### config.mk
export PLATFORM = sky130hd
export DESIGN_NAME = solver_arbiter_flat
export DESIGN_NICKNAME = d
export VERILOG_FILES = /design/src/rtl/solver_arbiter_if.sv /design/src/rtl/solver_arbiter.sv /design/src/flat_wrapper.sv
export SDC_FILE = /design/constraint.sdc
export NUM_CORES = 1
export LEC_CHECK = 0
export BUFFER_PORTS_ARGS = -buffer_cell sky130_fd_sc_hd__buf_2
export CELL_PAD_IN_SITES_DETAIL_PLACEMENT = 1
export CELL_PAD_IN_SITES_GLOBAL_PLACEMENT = 2
export CORE_AREA = 2 2 659 661
export CTS_BUF_LIST = sky130_fd_sc_hd__clkbuf_8 sky130_fd_sc_hd__clkbuf_16
export DETAILED_ROUTE_END_ITERATION = 12
export DIE_AREA = 0 0 661 663
export HOLD_SLACK_MARGIN = 0.05
export MAX_ROUTING_LAYER = met4
export PLACE_DENSITY_LB_ADDON = 0.2
export SLEW_MARGIN = 0
export SYNTH_ARGS = -nofsm -noshare
export SYNTH_HDL_FRONTEND = slang
export SYNTH_SLANG_ARGS = --single-unit
### constraint.sdc
create_clock -name clk -period 2.65 [get_ports clk]
set_input_delay 0.265 -clock clk [delete_from_list [all_inputs] [get_ports clk]]
set_output_delay 0.265 -clock clk [all_outputs]
set_load 0.02 [all_outputs]
### src/rtl/solver_arbiter_if.sv
// Bundle of requester, solver and response signals shared by solver_arbiter and its environment.
// The slave modport is the arbiter's view and the master modport is the surrounding system's view.
interface solver_arbiter_if;
    logic [1:0]   req_valid;
    logic [647:0] req_puzzle;
    logic [1:0]   req_ready;
    logic [323:0] solver_puzzle;
    logic         solver_start;
    logic         solver_abort;
    logic         solver_solution;
    logic         solver_give_up;
    logic [323:0] solver_grid;
    logic         rsp_valid;
    logic         rsp_ready;
    logic         rsp_id;
    logic [1:0]   rsp_status;
    logic [323:0] rsp_grid;
    logic [9:0]   num_solved;
    logic [9:0]   num_failed;
    logic [31:0]  busy_cycles;

    modport slave (
        input  req_valid, req_puzzle, solver_solution, solver_give_up, solver_grid, rsp_ready,
        output req_ready, solver_puzzle, solver_start, solver_abort,
        output rsp_valid, rsp_id, rsp_status, rsp_grid, num_solved, num_failed, busy_cycles
    );

    modport master (
        output req_valid, req_puzzle, solver_solution, solver_give_up, solver_grid, rsp_ready,
        input  req_ready, solver_puzzle, solver_start, solver_abort,
        input  rsp_valid, rsp_id, rsp_status, rsp_grid, num_solved, num_failed, busy_cycles
    );
endinterface

### src/rtl/solver_arbiter.sv
// Round-robin arbiter sharing one sudoku solver between two requesters, with a RUN watchdog
// and saturating outcome counters.
module solver_arbiter #(
    parameter int unsigned TIMEOUT = 1000000
) (
    input  logic             clk,
    input  logic             rst,
    solver_arbiter_if.slave  bus
);

    typedef enum logic [1:0] {
        S_IDLE  = 2'd0,
        S_START = 2'd1,
        S_RUN   = 2'd2,
        S_RESP  = 2'd3
    } state_t;

    localparam int unsigned     WDW       = (TIMEOUT > 32'd2) ? $clog2(TIMEOUT) : 1;
    localparam logic [WDW-1:0]  WDOG_LAST = WDW'(TIMEOUT - 32'd1);
    localparam logic [9:0]      CNT_MAX   = 10'h3FF;
    localparam logic [31:0]     BUSY_MAX  = 32'hFFFF_FFFF;

    localparam logic [1:0] ST_SOLVED  = 2'b01;
    localparam logic [1:0] ST_GAVE_UP = 2'b10;
    localparam logic [1:0] ST_TIMEOUT = 2'b11;

    state_t         state_q, state_d;
    logic           last_grant_q, last_grant_d;
    logic [323:0]   puzzle_q, puzzle_d;
    logic           rsp_valid_q, rsp_valid_d;
    logic           rsp_id_q, rsp_id_d;
    logic [1:0]     rsp_status_q, rsp_status_d;
    logic [323:0]   rsp_grid_q, rsp_grid_d;
    logic [WDW-1:0] wdog_q, wdog_d;
    logic [9:0]     solved_q, solved_d;
    logic [9:0]     failed_q, failed_d;
    logic [31:0]    busy_q, busy_d;

    logic           grant_valid_s;
    logic           grant_id_s;
    logic [1:0]     req_ready_s;
    logic           abort_s;

    // Grant selection: a lone requester wins, a tie goes to the one not served last.
    always_comb begin
        grant_valid_s = |bus.req_valid;
        grant_id_s    = 1'b0;
        case (bus.req_valid)
            2'b01:   grant_id_s = 1'b0;
            2'b10:   grant_id_s = 1'b1;
            2'b11:   grant_id_s = ~last_grant_q;
            default: grant_id_s = 1'b0;
        endcase
        if ((state_q == S_IDLE) && grant_valid_s) begin
            req_ready_s = grant_id_s ? 2'b10 : 2'b01;
        end else begin
            req_ready_s = 2'b00;
        end
    end

    // Abort only when the watchdog expires and the solver has not answered in that same cycle.
    always_comb begin
        if ((state_q == S_RUN) && !bus.solver_solution && !bus.solver_give_up &&
            (wdog_q == WDOG_LAST)) begin
            abort_s = 1'b1;
        end else begin
            abort_s = 1'b0;
        end
    end

    // Next-state and next-register computation for the whole arbiter.
    always_comb begin
        state_d      = state_q;
        last_grant_d = last_grant_q;
        puzzle_d     = puzzle_q;
        rsp_valid_d  = rsp_valid_q;
        rsp_id_d     = rsp_id_q;
        rsp_status_d = rsp_status_q;
        rsp_grid_d   = rsp_grid_q;
        wdog_d       = wdog_q;
        solved_d     = solved_q;
        failed_d     = failed_q;
        busy_d       = busy_q;

        case (state_q)
            S_IDLE: begin
                if (grant_valid_s) begin
                    puzzle_d     = grant_id_s ? bus.req_puzzle[647:324] : bus.req_puzzle[323:0];
                    rsp_id_d     = grant_id_s;
                    last_grant_d = grant_id_s;
                    state_d      = S_START;
                end else begin
                    state_d      = S_IDLE;
                end
            end

            S_START: begin
                wdog_d  = {WDW{1'b0}};
                state_d = S_RUN;
            end

            S_RUN: begin
                busy_d = (busy_q == BUSY_MAX) ? busy_q : busy_q + 32'd1;
                wdog_d = wdog_q + {{(WDW-1){1'b0}}, 1'b1};
                if (bus.solver_solution) begin
                    rsp_grid_d   = bus.solver_grid;
                    rsp_status_d = ST_SOLVED;
                    rsp_valid_d  = 1'b1;
                    state_d      = S_RESP;
                end else if (bus.solver_give_up) begin
                    rsp_grid_d   = bus.solver_grid;
                    rsp_status_d = ST_GAVE_UP;
                    rsp_valid_d  = 1'b1;
                    state_d      = S_RESP;
                end else if (wdog_q == WDOG_LAST) begin
                    rsp_grid_d   = 324'd0;
                    rsp_status_d = ST_TIMEOUT;
                    rsp_valid_d  = 1'b1;
                    state_d      = S_RESP;
                end else begin
                    state_d      = S_RUN;
                end
            end

            S_RESP: begin
                if (bus.rsp_ready) begin
                    rsp_valid_d = 1'b0;
                    state_d     = S_IDLE;
                    if (rsp_status_q == ST_SOLVED) begin
                        solved_d = (solved_q == CNT_MAX) ? solved_q : solved_q + 10'd1;
                    end else begin
                        failed_d = (failed_q == CNT_MAX) ? failed_q : failed_q + 10'd1;
                    end
                end else begin
                    state_d = S_RESP;
                end
            end

            default: begin
                state_d     = S_IDLE;
                rsp_valid_d = 1'b0;
            end
        endcase
    end

    // State register; reset drops any in-flight job silently and favours requester 0 on the next tie.
    always_ff @(posedge clk) begin
        if (rst) begin
            state_q      <= S_IDLE;
            last_grant_q <= 1'b1;
            puzzle_q     <= 324'd0;
            rsp_valid_q  <= 1'b0;
            rsp_id_q     <= 1'b0;
            rsp_status_q <= 2'b00;
            rsp_grid_q   <= 324'd0;
            wdog_q       <= {WDW{1'b0}};
            solved_q     <= 10'd0;
            failed_q     <= 10'd0;
            busy_q       <= 32'd0;
        end else begin
            state_q      <= state_d;
            last_grant_q <= last_grant_d;
            puzzle_q     <= puzzle_d;
            rsp_valid_q  <= rsp_valid_d;
            rsp_id_q     <= rsp_id_d;
            rsp_status_q <= rsp_status_d;
            rsp_grid_q   <= rsp_grid_d;
            wdog_q       <= wdog_d;
            solved_q     <= solved_d;
            failed_q     <= failed_d;
            busy_q       <= busy_d;
        end
    end

    assign bus.req_ready     = req_ready_s;
    assign bus.solver_puzzle = puzzle_q;
    assign bus.solver_start  = (state_q == S_START);
    assign bus.solver_abort  = abort_s;
    assign bus.rsp_valid     = rsp_valid_q;
    assign bus.rsp_id        = rsp_id_q;
    assign bus.rsp_status    = rsp_status_q;
    assign bus.rsp_grid      = rsp_grid_q;
    assign bus.num_solved    = solved_q;
    assign bus.num_failed    = failed_q;
    assign bus.busy_cycles   = busy_q;

endmodule

### src/flat_wrapper.sv
// flat-port wrapper written by rule: the top's interface ports become plain ports
module solver_arbiter_flat 
#(
    parameter int unsigned TIMEOUT = 1000000
)
  (clk, rst, bus_req_valid, bus_req_puzzle, bus_solver_solution, bus_solver_give_up, bus_solver_grid, bus_rsp_ready, bus_req_ready, bus_solver_puzzle, bus_solver_start, bus_solver_abort, bus_rsp_valid, bus_rsp_id, bus_rsp_status, bus_rsp_grid, bus_num_solved, bus_num_failed, bus_busy_cycles);
  solver_arbiter_if bus_i ();
  input  logic clk;
  input  logic rst;
  input wire logic [$bits(bus_i.req_valid)-1:0] bus_req_valid;
  input wire logic [$bits(bus_i.req_puzzle)-1:0] bus_req_puzzle;
  input wire logic [$bits(bus_i.solver_solution)-1:0] bus_solver_solution;
  input wire logic [$bits(bus_i.solver_give_up)-1:0] bus_solver_give_up;
  input wire logic [$bits(bus_i.solver_grid)-1:0] bus_solver_grid;
  input wire logic [$bits(bus_i.rsp_ready)-1:0] bus_rsp_ready;
  output wire logic [$bits(bus_i.req_ready)-1:0] bus_req_ready;
  output wire logic [$bits(bus_i.solver_puzzle)-1:0] bus_solver_puzzle;
  output wire logic [$bits(bus_i.solver_start)-1:0] bus_solver_start;
  output wire logic [$bits(bus_i.solver_abort)-1:0] bus_solver_abort;
  output wire logic [$bits(bus_i.rsp_valid)-1:0] bus_rsp_valid;
  output wire logic [$bits(bus_i.rsp_id)-1:0] bus_rsp_id;
  output wire logic [$bits(bus_i.rsp_status)-1:0] bus_rsp_status;
  output wire logic [$bits(bus_i.rsp_grid)-1:0] bus_rsp_grid;
  output wire logic [$bits(bus_i.num_solved)-1:0] bus_num_solved;
  output wire logic [$bits(bus_i.num_failed)-1:0] bus_num_failed;
  output wire logic [$bits(bus_i.busy_cycles)-1:0] bus_busy_cycles;
  assign bus_i.req_valid = bus_req_valid;
  assign bus_i.req_puzzle = bus_req_puzzle;
  assign bus_i.solver_solution = bus_solver_solution;
  assign bus_i.solver_give_up = bus_solver_give_up;
  assign bus_i.solver_grid = bus_solver_grid;
  assign bus_i.rsp_ready = bus_rsp_ready;
  assign bus_req_ready = bus_i.req_ready;
  assign bus_solver_puzzle = bus_i.solver_puzzle;
  assign bus_solver_start = bus_i.solver_start;
  assign bus_solver_abort = bus_i.solver_abort;
  assign bus_rsp_valid = bus_i.rsp_valid;
  assign bus_rsp_id = bus_i.rsp_id;
  assign bus_rsp_status = bus_i.rsp_status;
  assign bus_rsp_grid = bus_i.rsp_grid;
  assign bus_num_solved = bus_i.num_solved;
  assign bus_num_failed = bus_i.num_failed;
  assign bus_busy_cycles = bus_i.busy_cycles;
  solver_arbiter #(.TIMEOUT(TIMEOUT)) u_core (.clk(clk), .rst(rst), .bus(bus_i));
endmodule
==> Word-level counts from Yosys, hierarchy flattened <==
Cells that the tools add are included.
{ "totals": {"regBits": 727, "output_inout_bits": 708, "inputBits": 979, "latch_bits": 0, "mem_count": 0, "rom_bits": 0, "mem_bits_rw": 0, "word_cells": 72} }
{ "classes": {"muxes": 23, "div": 0, "shifts": 0, "bitwise_logic": 5, "eq_ne": 12, "mul": 0, "n_addsub": 4, "magnitude_cmp": 0, "reduce_logical": 17} }
{ "ops": {"columns": ["operator", "count"], "rows": [
  ["two-way mux 324 bit", 4],
  ["one-hot mux 20 bit (2 select lines)", 1],
  ["adder 32 x 1 -> 32 bit, second input constant", 1],
  ["equality test 32 bit, second input constant", 1],
  ["adder 10 x 1 -> 10 bit, second input constant", 2],
  ["adder 20 x 1 -> 20 bit, second input constant", 1],
  ["equality test 10 bit, second input constant", 2],
  ["equality test 20 bit, second input constant", 1],
  ["two-way mux 2 bit", 8],
  ["equality test 2 bit, second input constant", 4],
  ["one-hot mux 2 bit (4 select lines)", 1],
  ["AND reduction 4 bit", 2],
  ["two-way mux 1 bit", 7],
  ["AND reduction 2 bit", 3],
  ["NOT 1 bit", 5],
  ["equality test 2 x 1 -> 1 bit, second input constant", 2],
  ["logical AND 1 bit", 4],
  ["!= test 4 bit, second input constant", 1],
  ["one-hot mux 1 bit (2 select lines)", 2],
  ["nonzero test 2 bit", 2],
  ["AND reduction 3 bit", 1],
  ["nonzero test 3 bit", 1],
  ["logical NOT 1 bit", 2],
  ["logical NOT 2 bit", 1],
  ["other kinds (2)", 2]
]} }

==> Logic depth before layout (Yosys ltp) <==
{ "depth": {"word_depth": 5, "mapped_depth": 10} }

==> Worst setup path before layout <==
No wires, ideal clock.
{ "synth_path": {"kind": "register to output", "from": "reg u_core.state_q[0]", "to": "out bus_solver_abort", "path_slack_ns": 0.466, "t_arrival_ns": 1.919, "path_stages_with_launch": 9, "t_required_ns": 2.385, "path_cell_list": "dfxtp_1 > inv_1 > ha_1 > clkbuf_1 > and4b_1 > nand4_1 > clkbuf_1 > clkbuf_1 > nor2_1"} }
{ "synth_between": {"elab_chain_len": 5} }
{ "synth_rtl": {"columns": ["element", "line", "text"], "rows": [
  ["from (decl)", "solver_arbiter.sv:27", "state_t state_q, state_d;"],
  ["from (signal assigned)", "solver_arbiter.sv:161", "state_q <= state_d;"],
  ["equality test 2 bit", "solver_arbiter.sv:63", "if ((state_q == S_RUN) && !bus.solver_solution && !bus.solver_give_up &&"],
  ["logical AND 1 bit (3 in series)", "solver_arbiter.sv:63", null],
  ["two-way mux 1 bit", "solver_arbiter.sv:63", null],
  ["to (decl)", "flat_wrapper.sv:19", "output wire logic [$bits(bus_i.solver_abort)-1:0] bus_solver_abort;"]
]} }
No other way between the ends.

==> Final worst setup path <==
{ "layout_path": {"from": "reg u_core.state_q[0]", "to": "reg u_core.rsp_status_q[0], in the netlist u_core.bus.rsp_status[0]"} }
{ "layout_between": {"elab_chain_len": 2} }
{ "layout_rtl": {"columns": ["element", "line", "text"], "rows": [
  ["equality test 2 bit", "solver_arbiter.sv:85", "case (state_q)"],
  ["AND reduction 2 bit (no line)", null, null],
  ["to (signal assigned)", "solver_arbiter.sv:166", "rsp_status_q <= rsp_status_d;"],
  ["to (decl)", "solver_arbiter.sv:32", "logic [1:0] rsp_status_q, rsp_status_d;"]
]} }
No other way between the ends.
A chain may end at the register's enable or synchronous reset.

==> flow_summary.json <==
{
  "cp_max_fo": 23,
  "r2r_end": "u_core.bus.rsp_status[0]",
  "netlist_instances": 3025,
  "crit_type": "reg2reg",
  "syn_nets": 4013,
  "wl_mm": 286,
  "yosysTopAreaCell": "dfxtp_1",
  "slew_headroom_pct": 49.5,
  "synth.avg_cell_area_sq_um": 8.90,
  "fin_nets": 6654,
  "grt_use_total_pct": 12.9,
  "period_share_pct": 94.1,
  "r2r-start": "u_core.state_q[0]",
  "slew_viol_final": 0,
  "min_to": "u_core.bus.solver_puzzle[229]",
  "fmax_mhz": 401,
  "place_congestion": 0.903,
  "cts_tree": "done",
  "cts_root_buf": "clkbuf_16",
  "vias": 36700,
  "worst_slew_pin_slew_ps": 758,
  "total_power_mw": 38.9,
  "fin_cells": 11600,
  "cpMaxStageDelayCell": "dlygate4sd3_1",
  "path_cells": "inv_4, ha_4, buf_4, and3b_1, nand4_1, o21a_4, nor3b_1, nor3_1, dlygate4sd3_1",
  "initial_core_util_pct": 6.23,
  "synthFlopType": "dfxtp_1",
  "synth_top_area_share_pct": 54.0,
  "netlist_area_sq_um": 26900,
  "min_period_ps": 2490,
  "rows": 242,
  "p_per_area_nw_per_um2": 681,
  "reg2reg_depth": 9,
  "drtAntennaViolNets": 0,
  "placed_cells_incl_taps": 10300,
  "grt_start_max_net_pins": 78,
  "ys_ff_latch": 727,
  "h-tree-depth": 3,
  "drt-initial-drc-count": 3066,
  "cp-end-kind": "register",
  "overflow": 0,
  "cp.arrival_ps": 3230,
  "antenna_found_initial": 121,
  "syn2layout_area_growth_pct": 112,
  "cts_buffers": 115,
  "ys_types": 49,
  "setup_tns_ps": 0,
  "hold_depth": 5,
  "critical_path_required_ps": 3390,
  "synth_warnings": 0,
  "yosysSeqAreaShare_pct": 54.0,
  "timing.final.hold_violations": 0,
  "start_kind": "register",
  "worstSetupStartpoint": "u_core.state_q[0]",
  "synthTopCellsByArea": "dfxtp_1 (54%), a222oi_1 (12%), a21oi_1 (6.6%)",
  "port_buffers": 1686,
  "synth_edf_count": 0,
  "via_per_inst": 3.17,
  "ioPinCount": 1687,
  "clkTransAtPathRegs_ps": 60,
  "cts_buffer_depth": 4,
  "fp.coreArea_sq_um": 432000,
  "routedWlPerCell_um": 24.7,
  "clock_latency_ps": 870,
  "min_path_type": "in2reg",
  "hold_start": "bus_req_valid[1]",
  "r2r_slack_ps": 160,
  "fin_skew_ps": 64.3,
  "die-area_sq_um": 438000,
  "grt_pass1_wl_mm": 372,
  "setup_viol": 0,
  "cts_sinks": 727,
  "dr.pass1.iters": 11,
  "fin_util_pct": 13.2,
  "drive_gt1_share_pct": 35.8,
  "status": "finished clean",
  "drc_errors": 0,
  "async_reset_ff_share_pct": 0,
  "maxCapViolations": 0,
  "irDropWorstVdd_uv": 517,
  "grt_pass1_vias": 39200,
  "dieWidth_um": 661,
  "rsz0062_at_grt": "yes",
  "critPathMaxStageDelay_ps": 590,
  "p_leak_nw": 23.4,
  "dieHeight_um": 663,
  "dp_hpwl_mm": 235
}
## cell usage after synthesis, types with 14 or more instances
cell type,number
buf_2,31
or4_1,16
o21ai_0,22
nor2_1,379
dfxtp_1,727
clkbuf_1,260
inv_1,14
a21oi_1,357
nand4_1,23
xor2_1,18
xnor2_1,14
nand3_1,340
and3_1,15
a222oi_1,324
nand2_1,359
or3_1,18
## worst max-delay path, delay by kind of cell, from the launching register on
family	cells	cell delay, ps
flops	1	350
compound gates	1	430
buf+inv	3	820
simple gates	4	670
fa+ha+maj	1	150
## power by group
part	internal [mW]	leakage [nW]	switching, mW	total, mW
sequential	12.0	5.93	0.841	12.8
clock	8.99	1.96	6.43	15.4
combinational	4.01	15.5	6.59	10.6
total	25.0	23.4	13.9	38.9
## flip-flops by register name (all words and copies together) (netlist names)
signal / flops
u_core.bus.rsp_status: 2
u_core.wdog_q: 20
u_core.bus.rsp_grid: 324
u_core.bus.rsp_id: 1
u_core.bus.num_failed: 10
u_core.last_grant_q: 1
u_core.bus.rsp_valid: 1
u_core.bus.solver_puzzle: 324
u_core.bus.num_solved: 10
u_core.bus.busy_cycles: 32
u_core.state_q: 2
## layer usage
| metal | share of wire [%] | vias up | global-route usage [%] |
|---|---|---|---|
| li1 | - | 16600 | - |
| met1 | 36 | 18300 | 12.8 |
| met2 | 54 | 1454 | 24.3 |
| met3 | 6.5 | 342 | 3.11 |
| met4 | 4.0 | 0 | 4.20 |
| met5 | 0 | - | - |
## per-stage QoR
step                setup WS (ps)  instance area, sq um  hold WS, ps
finish                        157                 57100          180
global route                -35.0                 57000          136
CTS                         -8.27                 56900         54.6
detailed placement            161                 43100          442
global placement              184                 43100          436
floorplan                     466                 26900          361
## final cells by class
type	instances	area (sq um)
Fill cell	51200	375000
Timing Repair Buffer	2830	20100
Sequential cell	727	14600
Multi-Input combinational cell	1978	11300
Tap cell	5734	7170
Clock buffer	142	3250
Clock inverter	65	475
Antenna cell	64	160
Inverter	14	55.1
## cell usage in the layout (no fill, tap or decap), drive strengths merged, types with 7 or more instances in the layout
| cell type | instances |
|---|---|
| a222oi | 324 |
| o31ai | 12 |
| nor2b | 7 |
| xnor2 | 14 |
| dlygate4sd3 | 984 |
| xor2 | 18 |
| nor3 | 10 |
| clkinv | 20 |
| nand2 | 360 |
| and4 | 11 |
| nand4 | 23 |
| or3 | 18 |
| or4 | 17 |
| clkbuf | 142 |
| nand3 | 340 |
| diode | 64 |
| and3 | 15 |
| buf | 1843 |
| a21oi | 357 |
| o21ai | 23 |
| ha | 9 |
| nor2 | 379 |
| dfxtp | 727 |
| inv | 50 |
## worst max-delay path by stage
stage | endpoint | slack (ps)
after global placement | u_core.bus.rsp_grid[169] | 180
after floorplan | bus_solver_abort | 470
after global routing | bus_solver_abort | -40
final | u_core.bus.rsp_status[0] | 160
after CTS | bus_solver_abort | -8
after detailed placement | u_core.bus.rsp_grid[234] | 160
## logic make-up after synthesis
group           Yosys count  synth area share [%]
simple gates           1201                  19.7
buf+inv                 320                  4.64
mux                       5                 0.195
flops                   727                  54.0
xor+xnor                 32                  1.04
fa+ha+maj                 9                 0.418
compound gates          731                  19.9
## timing repair
action | in CTS | in global routing
hold buffers | 984 | 0
setup endpoints to repair | 3 | 3
endpoints found under the hold margin | 671 | 0
pin swaps | 5 | 3
gates resized for setup | 25 | 7
gates cloned | 3 | 0
setup buffers | 8 | 1
Note: power is estimated with default switching activity, not from simulation.
